[src/rtl/reg_file_sb_if.sv]
// Decode/writeback bus for reg_file_sb: read ports, destination reservation,
// writeback and flush, plus the scoreboard status returned to decode.
interface reg_file_sb_if #(
    parameter int unsigned DATA_W = 32,
    parameter int unsigned NREGS  = 32,
    parameter int unsigned ADDR_W = $clog2(NREGS),
    parameter int unsigned NUM_RD = 2
);
    localparam int unsigned CNT_W = $clog2(NREGS + 1);

    logic [NUM_RD*ADDR_W-1:0] rd_addr;
    logic [NUM_RD*DATA_W-1:0] rd_data;
    logic [NUM_RD-1:0]        rd_busy;
    logic                     issue_valid;
    logic [ADDR_W-1:0]        issue_addr;
    logic                     issue_ready;
    logic                     wb_valid;
    logic [ADDR_W-1:0]        wb_addr;
    logic [DATA_W-1:0]        wb_data;
    logic                     flush;
    logic [CNT_W-1:0]         pending_cnt;

    modport master (
        output rd_addr, issue_valid, issue_addr, wb_valid, wb_addr, wb_data, flush,
        input  rd_data, rd_busy, issue_ready, pending_cnt
    );

    modport slave (
        input  rd_addr, issue_valid, issue_addr, wb_valid, wb_addr, wb_data, flush,
        output rd_data, rd_busy, issue_ready, pending_cnt
    );
endinterface

[src/rtl/reg_file_sb.sv]
// Multi-read-port register file with write-first bypass, hardwired zero register
// and a per-register busy scoreboard with pending-write counter and flush.
module reg_file_sb #(
    parameter int unsigned DATA_W   = 32,
    parameter int unsigned NREGS    = 32,
    parameter int unsigned ADDR_W   = $clog2(NREGS),
    parameter int unsigned NUM_RD   = 2,
    parameter int unsigned ZERO_REG = NREGS - 1
) (
    input logic          clk,
    input logic          rst,
    reg_file_sb_if.slave bus
);
    localparam int unsigned       CNT_W    = $clog2(NREGS + 1);
    localparam logic [ADDR_W-1:0] ZeroAddr = ADDR_W'(ZERO_REG);

    logic [DATA_W-1:0] mem_q [NREGS];
    logic [NREGS-1:0]  busy_q, busy_d;
    logic [CNT_W-1:0]  cnt_q, cnt_d;
    logic [ADDR_W-1:0] ra [NUM_RD];
    logic              wb_en, issue_acc, cnt_inc, cnt_dec;

    for (genvar i = 0; i < NUM_RD; i++) begin : g_ra
        assign ra[i] = bus.rd_addr[i*ADDR_W +: ADDR_W];
    end

    always_comb begin
        bus.rd_data = '0;
        bus.rd_busy = '0;
        for (int i = 0; i < NUM_RD; i++) begin
            if (!rst && ra[i] != ZeroAddr) begin
                // Same-cycle writeback wins over the stored value and its busy bit.
                if (bus.wb_valid && bus.wb_addr == ra[i]) begin
                    bus.rd_data[i*DATA_W +: DATA_W] = bus.wb_data;
                end else begin
                    bus.rd_data[i*DATA_W +: DATA_W] = mem_q[ra[i]];
                    bus.rd_busy[i]                  = busy_q[ra[i]];
                end
            end
        end
    end

    assign wb_en = bus.wb_valid && bus.wb_addr != ZeroAddr;

    assign bus.issue_ready = !rst && !bus.flush &&
                             (bus.issue_addr == ZeroAddr || !busy_q[bus.issue_addr] ||
                              (bus.wb_valid && bus.wb_addr == bus.issue_addr));

    assign issue_acc = bus.issue_valid && bus.issue_ready && bus.issue_addr != ZeroAddr;

    // A retiring write whose bit is re-reserved in the same cycle is a net no-op.
    assign cnt_inc = issue_acc && !busy_q[bus.issue_addr];
    assign cnt_dec = wb_en && busy_q[bus.wb_addr] &&
                     !(issue_acc && bus.issue_addr == bus.wb_addr);

    always_comb begin
        busy_d = busy_q;
        if (wb_en) begin
            busy_d[bus.wb_addr] = 1'b0;
        end
        if (issue_acc) begin
            busy_d[bus.issue_addr] = 1'b1;
        end
        if (bus.flush) begin
            busy_d = '0;
        end
    end

    always_comb begin
        cnt_d = cnt_q + CNT_W'(cnt_inc) - CNT_W'(cnt_dec);
        if (bus.flush) begin
            cnt_d = '0;
        end
    end

    always_ff @(posedge clk or posedge rst) begin
        if (rst) begin
            busy_q <= '0;
            cnt_q  <= '0;
        end else begin
            busy_q <= busy_d;
            cnt_q  <= cnt_d;
        end
    end

    always_ff @(posedge clk or posedge rst) begin
        if (rst) begin
            for (int i = 0; i < NREGS; i++) begin
                mem_q[i] <= '0;
            end
        end else if (wb_en) begin
            mem_q[bus.wb_addr] <= bus.wb_data;
        end
    end

    assign bus.pending_cnt = cnt_q;
endmodule
[src/flat_wrapper.sv]
// flat-port wrapper written by rule: the top's interface ports become plain ports
module reg_file_sb_flat 
#(
    parameter int unsigned DATA_W   = 32,
    parameter int unsigned NREGS    = 32,
    parameter int unsigned ADDR_W   = $clog2(NREGS),
    parameter int unsigned NUM_RD   = 2,
    parameter int unsigned ZERO_REG = NREGS - 1
)
  (clk, rst, bus_rd_addr, bus_issue_valid, bus_issue_addr, bus_wb_valid, bus_wb_addr, bus_wb_data, bus_flush, bus_rd_data, bus_rd_busy, bus_issue_ready, bus_pending_cnt);
  reg_file_sb_if #(.DATA_W(DATA_W), .NREGS(NREGS), .ADDR_W(ADDR_W), .NUM_RD(NUM_RD)) bus_i ();
  input logic clk;
  input logic rst;
  input wire logic [$bits(bus_i.rd_addr)-1:0] bus_rd_addr;
  input wire logic [$bits(bus_i.issue_valid)-1:0] bus_issue_valid;
  input wire logic [$bits(bus_i.issue_addr)-1:0] bus_issue_addr;
  input wire logic [$bits(bus_i.wb_valid)-1:0] bus_wb_valid;
  input wire logic [$bits(bus_i.wb_addr)-1:0] bus_wb_addr;
  input wire logic [$bits(bus_i.wb_data)-1:0] bus_wb_data;
  input wire logic [$bits(bus_i.flush)-1:0] bus_flush;
  output wire logic [$bits(bus_i.rd_data)-1:0] bus_rd_data;
  output wire logic [$bits(bus_i.rd_busy)-1:0] bus_rd_busy;
  output wire logic [$bits(bus_i.issue_ready)-1:0] bus_issue_ready;
  output wire logic [$bits(bus_i.pending_cnt)-1:0] bus_pending_cnt;
  assign bus_i.rd_addr = bus_rd_addr;
  assign bus_i.issue_valid = bus_issue_valid;
  assign bus_i.issue_addr = bus_issue_addr;
  assign bus_i.wb_valid = bus_wb_valid;
  assign bus_i.wb_addr = bus_wb_addr;
  assign bus_i.wb_data = bus_wb_data;
  assign bus_i.flush = bus_flush;
  assign bus_rd_data = bus_i.rd_data;
  assign bus_rd_busy = bus_i.rd_busy;
  assign bus_issue_ready = bus_i.issue_ready;
  assign bus_pending_cnt = bus_i.pending_cnt;
  reg_file_sb #(.DATA_W(DATA_W), .NREGS(NREGS), .ADDR_W(ADDR_W), .NUM_RD(NUM_RD), .ZERO_REG(ZERO_REG)) u_core (.clk(clk), .rst(rst), .bus(bus_i));
endmodule
[config.mk]
export PLATFORM = sky130hd
export DESIGN_NAME = reg_file_sb_flat
export DESIGN_NICKNAME = d
export VERILOG_FILES = /design/src/rtl/reg_file_sb_if.sv /design/src/rtl/reg_file_sb.sv /design/src/flat_wrapper.sv
export SDC_FILE = /design/constraint.sdc
export NUM_CORES = 2
export LEC_CHECK = 0
export BUFFER_PORTS_ARGS = -buffer_cell sky130_fd_sc_hd__buf_2
export CORE_UTILIZATION = 60
export CTS_CLUSTER_DIAMETER = 80
export DETAILED_ROUTE_END_ITERATION = 16
export GPL_TIMING_DRIVEN = 1
export PLACE_DENSITY = 0.8
export SLEW_MARGIN = 25
export SYNTH_ARGS = -nofsm -noshare
export SYNTH_HDL_FRONTEND = slang
export SYNTH_SLANG_ARGS = --single-unit
[constraint.sdc]
create_clock -name clk -period 61.3 [get_ports clk]
set_clock_uncertainty 0.2 [all_clocks]
set_input_delay 6.13 -clock clk [delete_from_list [all_inputs] [get_ports clk]]
set_output_delay 6.13 -clock clk [all_outputs]
set_load 0.1 [all_outputs]
### Yosys cells after proc, flatten, opt, wreduce, memory -nomap -nowiden

Index checks and enable logic that the tools add are counted.

| storage, ports and cells | value |
|---|---|
| flip-flop bits (word level) | 1062 |
| bits of input ports | 57 |
| output and inout port bits | 73 |
| word-level logic and storage cells | 117 |

| operators by class | value |
|---|---|
| $add $sub $neg | 2 |
| magnitude comparators | 10 |
| equality and inequality tests | 9 |
| multiplexer cells | 33 |
| bitwise operators | 6 |
| reductions and logical operators | 23 |

Operator list:

| kind | count |
|---|---|
| $bwmux 1024 | 1 |
| $mux 32 | 12 |
| $bmux 32 s5 | 2 |
| $demux 32 s5 | 1 |
| $and 32x32->32 | 1 |
| $not 32->32 | 1 |
| $or 32x32->32 | 1 |
| $lt 5x6->1 const B | 4 |
| $bmux 1 s5 | 4 |
| $eq 5x5->1 | 4 |
| $ne 5x5->1 const B | 4 |
| $ge 6x6->1 const B | 3 |
| $not 5->6 | 3 |
| $logic_and 1x1->1 | 17 |
| $demux 1 s5 | 2 |
| $ge 5x1->1 const B | 2 |
| $mux 1 | 10 |
| $add 6x1->6 | 1 |
| $lt 6x1->1 const B | 1 |
| $mux 6 | 1 |
| $sub 6x1->6 | 1 |
| $eq 5x5->1 const B | 1 |
| $logic_not 1->1 | 4 |
| $logic_or 1x1->1 | 2 |

### Logic depth before layout (Yosys ltp)

| logic depth | value |
|---|---|
| depth after elaboration | 13 |
| gate-level depth with buffers | 17 |
| gate-level depth less buffers | 14 |

### Least setup slack after synthesis

No wires, ideal clock.

| path | value |
|---|---|
| path type | in2out |
| start point | input port rst |
| end point | output port bus_rd_busy[1] |
| arrival time | 33.262 ns |
| data required time | 54.970 ns |
| slack | 21.708 ns |
| stages on the path | 6 |
| path buffers | 2 |
| cell sequence | clkbuf_1 > inv_1 > o21ai_0 > o21bai_1 > buf_2 > a21oi_1 |

| between the ends | value |
|---|---|
| longest elaborated chain between the ends | 3 |

RTL lines:

| element | RTL line | text |
|---|---|---|
| start: declaration | flat_wrapper.sv:13 | `input logic rst;` |
| $logic_not 1->1 | reg_file_sb.sv:31 | `if (!rst && ra[i] != ZeroAddr) begin` |
| $logic_and 1x1->1 | reg_file_sb.sv:31 |  |
| $mux 1 | reg_file_sb.sv:31 |  |
| end: declaration | flat_wrapper.sv:22 | `output wire logic [$bits(bus_i.rd_busy)-1:0] bus_rd_busy;` |

Every way passes these cells.

### Worst setup path after layout

| path | value |
|---|---|
| start point | input port bus_rd_addr[7] |
| end point | output port bus_rd_data[45] |

| between the ends | value |
|---|---|
| longest elaborated chain between the ends | 6 |

RTL lines:

| element | RTL line | text |
|---|---|---|
| start: declaration | flat_wrapper.sv:14 | `input wire logic [$bits(bus_i.rd_addr)-1:0] bus_rd_addr;` |
| $not 5->6 (not written as such) | reg_file_sb.sv:36 | `bus.rd_data[i*DATA_W +: DATA_W] = mem_q[ra[i]];` |
| $bmux 32 s5 | reg_file_sb.sv:36 |  |
| $mux 32 (not written as such) (2 in series) | reg_file_sb.sv:36 |  |
| $mux 32 | reg_file_sb.sv:33 | `if (bus.wb_valid && bus.wb_addr == ra[i]) begin` |
| $mux 32 (*) | reg_file_sb.sv:31 |  |
| end: declaration | flat_wrapper.sv:21 | `output wire logic [$bits(bus_i.rd_data)-1:0] bus_rd_data;` |

Every way passes the cells marked *; elsewhere a longest branch is shown, timed or not. The select of a mux whose other input is x is not followed.

==> results.toml <==
[worst_hold_path]
hold_depth = 0
holdPathEnd = "u_core.mem_q[15]"
hp-start = "u_core.mem_q[15]"
hold_path.class = "flip-flop to flip-flop"

[floorplan]
dieHeight_microns = 316
start_util_pct = 60.9
die_w_microns = 316
core_sq_mm = 0.0971
dieArea_sq_mm = 0.0998
ios = 130
rows = 114

[worst_setup_path]
crit_chain = "buf_2 -> buf_4 -> nand3_4 -> o21ai_0 -> o21bai_4 -> buf_4 -> a31oi_1 -> a32o_1 -> buf_2"
slowest_delay_ns = 0.69
rr_startpoint = "u_core.busy_q[22]"
worstReg2RegEnd = "u_core.bus.pending_cnt[5]"
arrival_ns = 10.39
worstSetupPathType = "primary input to output port"
cpMaxStageDelayCell = "buf_4"
rrSetupSlack_ns = 57.95
rr_worst_depth = 13
cp.buffers_inverters = 4
path_max_fanout = 30
required_ns = 54.97
startpoint_type = "primary input"
critPathLaunch = "bus_rd_addr[7]"
crit_path_end_kind = "output port"
cpLargestDelayFamily = "buffers and inverters"

[cts]
path_clk_slew_ns = 0.06
cts_buffers = 113
clockBufferDepth = 3
holdBufCountCts = 0
cts.htree.levels = 3
cts_sinks = 1062
ctsResizeCount = 0
cts_tree = "yes"
cts_root_buf = "clkbuf_16"
clk-insertion-delay-late_ns = 0.71
post-cts-setup-buffers = 0

[timing]
fmax_mhz = 59.8
grt_setup_unrepaired = "no"
finalSetupViolations = 0
drv_slew = 0
finalSetupTns_ns = 0
finalHoldViolCount = 0
period_needed_ns = 16.72
max-slew-margin-rel_pct = 23.3
tightest_slew_ns = 1.15
fin_crit_sh_pct = 27.3

[routing]
drt_wl_total_microns = 185000
wl_per_cell_microns = 32.1
avgViaCountPerCell = 7.29
dr.pass1.iters = 6
drc = 0
drtIter0Drc = 5425
postRouteAntennaNets = 0
num_vias = 42100

[logic_synthesis]
synth_cell_types = 60
syn_inst = 4551
syn_area_sq_mm = 0.0591
syn_nets = 4615
ys_warn_count = 0
synth-edff-count = 0
synth-seq-cells = 1062
synthArstFlopShare_pct = 100
synth_flop_cell = "dfrtp_1"
ys_seq_area_share_pct = 45.0
synth_area_per_cell_sq_um = 13.0

[placed_design]
place_congestion = 0.906
hpwl_microns = 101000
portBuffers = 129

[grt]
grt_start_max_net_pins = 173
antenna_found_initial = 21
track_usage_pct = 37.3
grt_pass1_wl_microns = 276000
grt_overflow = 0
grt_pass1_vias = 42500

[power]
power_leakage_nw = 28.5
p_int_w = 0.00148
p_comb_share_pct = 21.2
clkPwrFrac_pct = 34.3
p_seq_share_pct = 44.5
p_switching_w = 0.000611
irDropWorstVdd_uv = 27.2
power_density_mw_per_mm2 = 32.6
swShare_pct = 29.3

[run_status]
outcome = "completed"

[cells_and_area]
fill_cells = 6864
final_util_pct = 65.9
fin_nets = 4455
multi_input_area_sq_mm = 0.0304
final-seq-area_sq_mm = 0.0266
drive_gt1_share_pct = 40.0
area_growth_pct = 8.31

[job]
maxCapViolCount = 0
cell families after synthesis:
| logic type | share of synthesized area, % |
|---|---|
| AO/OA/AOI/OAI | 6.04 |
| multiplexers | 39.7 |
| XOR/XNOR | 0.282 |
| AND/OR/NAND/NOR | 4.84 |
| adder cells (fa/ha/maj) | 0.161 |
| flip-flops | 45.0 |
| buffers and inverters | 3.98 |
worst register-to-register path, cell delays in order, from the launching register on:
cell,delay (ns)
dfrtp_1,0.44
mux2_2,0.28
or3_1,0.30
nand4_1,0.11
nand3_1,0.13
o21a_1,0.22
ha_1,0.27
inv_1,0.04
ha_1,0.20
a21o_1,0.18
a21oi_1,0.23
o21bai_1,0.09
a21oi_1,0.18
mux2_2,0.35
cell usage after synthesis (all sizes together), types with 15 or more instances:
| library cell | count | share of area, % |
|---|---|---|
| mux4 | 299 | 11 |
| dfrtp | 1062 | 45 |
| a22o | 28 | 0.41 |
| nor4 | 55 | 0.68 |
| a32o | 45 | 0.76 |
| nor3b | 19 | 0.26 |
| nor2 | 164 | 1.0 |
| nand2 | 163 | 1.0 |
| a22oi | 15 | 0.19 |
| buf | 255 | 2.4 |
| a21o | 16 | 0.20 |
| nor3 | 87 | 0.79 |
| clkbuf | 232 | 1.5 |
| inv | 19 | 0.12 |
| a31oi | 34 | 0.36 |
| a21oi | 56 | 0.47 |
| nand3 | 56 | 0.48 |
| o22ai | 163 | 1.7 |
| o21ai | 89 | 0.75 |
| mux2 | 1031 | 20 |
| mux2i | 514 | 8.7 |
sequential cells by signal, indices dropped and copies added (netlist names):
register and count:
u_core.bus.pending_cnt 6, u_core.busy_q 32, u_core.mem_q 1024
metrics by stage:
| step | instance area, sq um | power, W | setup WS (ns) | hold slack, ns | cells |
|---|---|---|---|---|---|
| after floorplan | 59100 | 0.00127 | 21.71 | 0.245 | 4551 |
| after detailed placement | 60100 | 0.00137 | 44.70 | 0.189 | 5552 |
| after CTS | 64000 | 0.00208 | 44.67 | 0.202 | 5760 |
| after global placement | 60100 | 0.00134 | 44.75 | 0.180 | 5551 |
| final | 64000 | 0.00209 | 44.58 | 0.202 | 5774 |
| after global routing | 64000 | 0.00216 | 44.64 | 0.212 | 5772 |
metal layers:
metal / vias to the layer above / routed length (microns) / track usage (%)
met4: 8 / 11700 / 22.4
met5: - / 53 / 0
li1: 16900 / - / -
met3: 690 / 21200 / 10.4
met1: 21700 / 68300 / 48.7
met2: 2749 / 83900 / 55.9
worst max path at each step:
stage | to | slack (ns) | cells past startpoint
CTS | bus_rd_data[8] | 44.67 | 9
finish | bus_rd_data[45] | 44.58 | 9
floorplan | bus_rd_busy[1] | 21.71 | 6
global route | bus_rd_data[45] | 44.64 | 9
global placement | bus_rd_data[8] | 44.75 | 9
detailed placement | bus_rd_data[8] | 44.70 | 9
layout make-up:
type | count | share of cell area [%]
Timing Repair Buffer | 212 | 2.22
Clock inverter | 48 | 0.923
Inverter | 19 | 0.127
Clock buffer | 160 | 5.15
Multi-Input combinational cell | 2983 | 47.5
Tap cell | 1276 | 2.49
Sequential cell | 1062 | 41.5
Antenna cell | 14 | 0.0547
power by group through the flow:
| stage | logic (W) | clock network [W] | registers (W) |
|---|---|---|---|
| 3_5_place_dp | 0.000436 | 0 | 0.000934 |
| 3_3_place_gp | 0.000422 | 0 | 0.000922 |
| 6_report | 0.000442 | 0.000716 | 0.000930 |
| 4_1_cts | 0.000439 | 0.000720 | 0.000924 |
| 2_1_floorplan | 0.000351 | 0 | 0.000915 |
| 5_1_grt | 0.000470 | 0.000747 | 0.000944 |
placed cells by master, fill, tap and decap left out, types with 9 or more instances in the layout:
master	count
dfrtp_1	1062
mux2_2	1021
mux2i_1	514
mux4_2	299
o22ai_1	163
nor2_1	156
nand2_1	150
buf_2	121
clkbuf_16	116
nor3_1	80
buf_4	74
o21ai_0	73
a21oi_1	56
nand3_1	53
nor4_1	47
a32o_1	45
a31oi_1	34
a22o_1	28
clkinv_2	24
clkbuf_8	23
clkbuf_1	21
nor3b_1	17
inv_1	16
a21o_1	16
a22oi_1	15
o21ai_1	15
diode_2	14
a21bo_2	14
xnor2_1	13
o22a_1	12
a221oi_1	11
bufinv_16	11
mux2_1	10
or3_1	10
nand3b_1	9
o21bai_1	9
(Power assumes the default switching activity.)
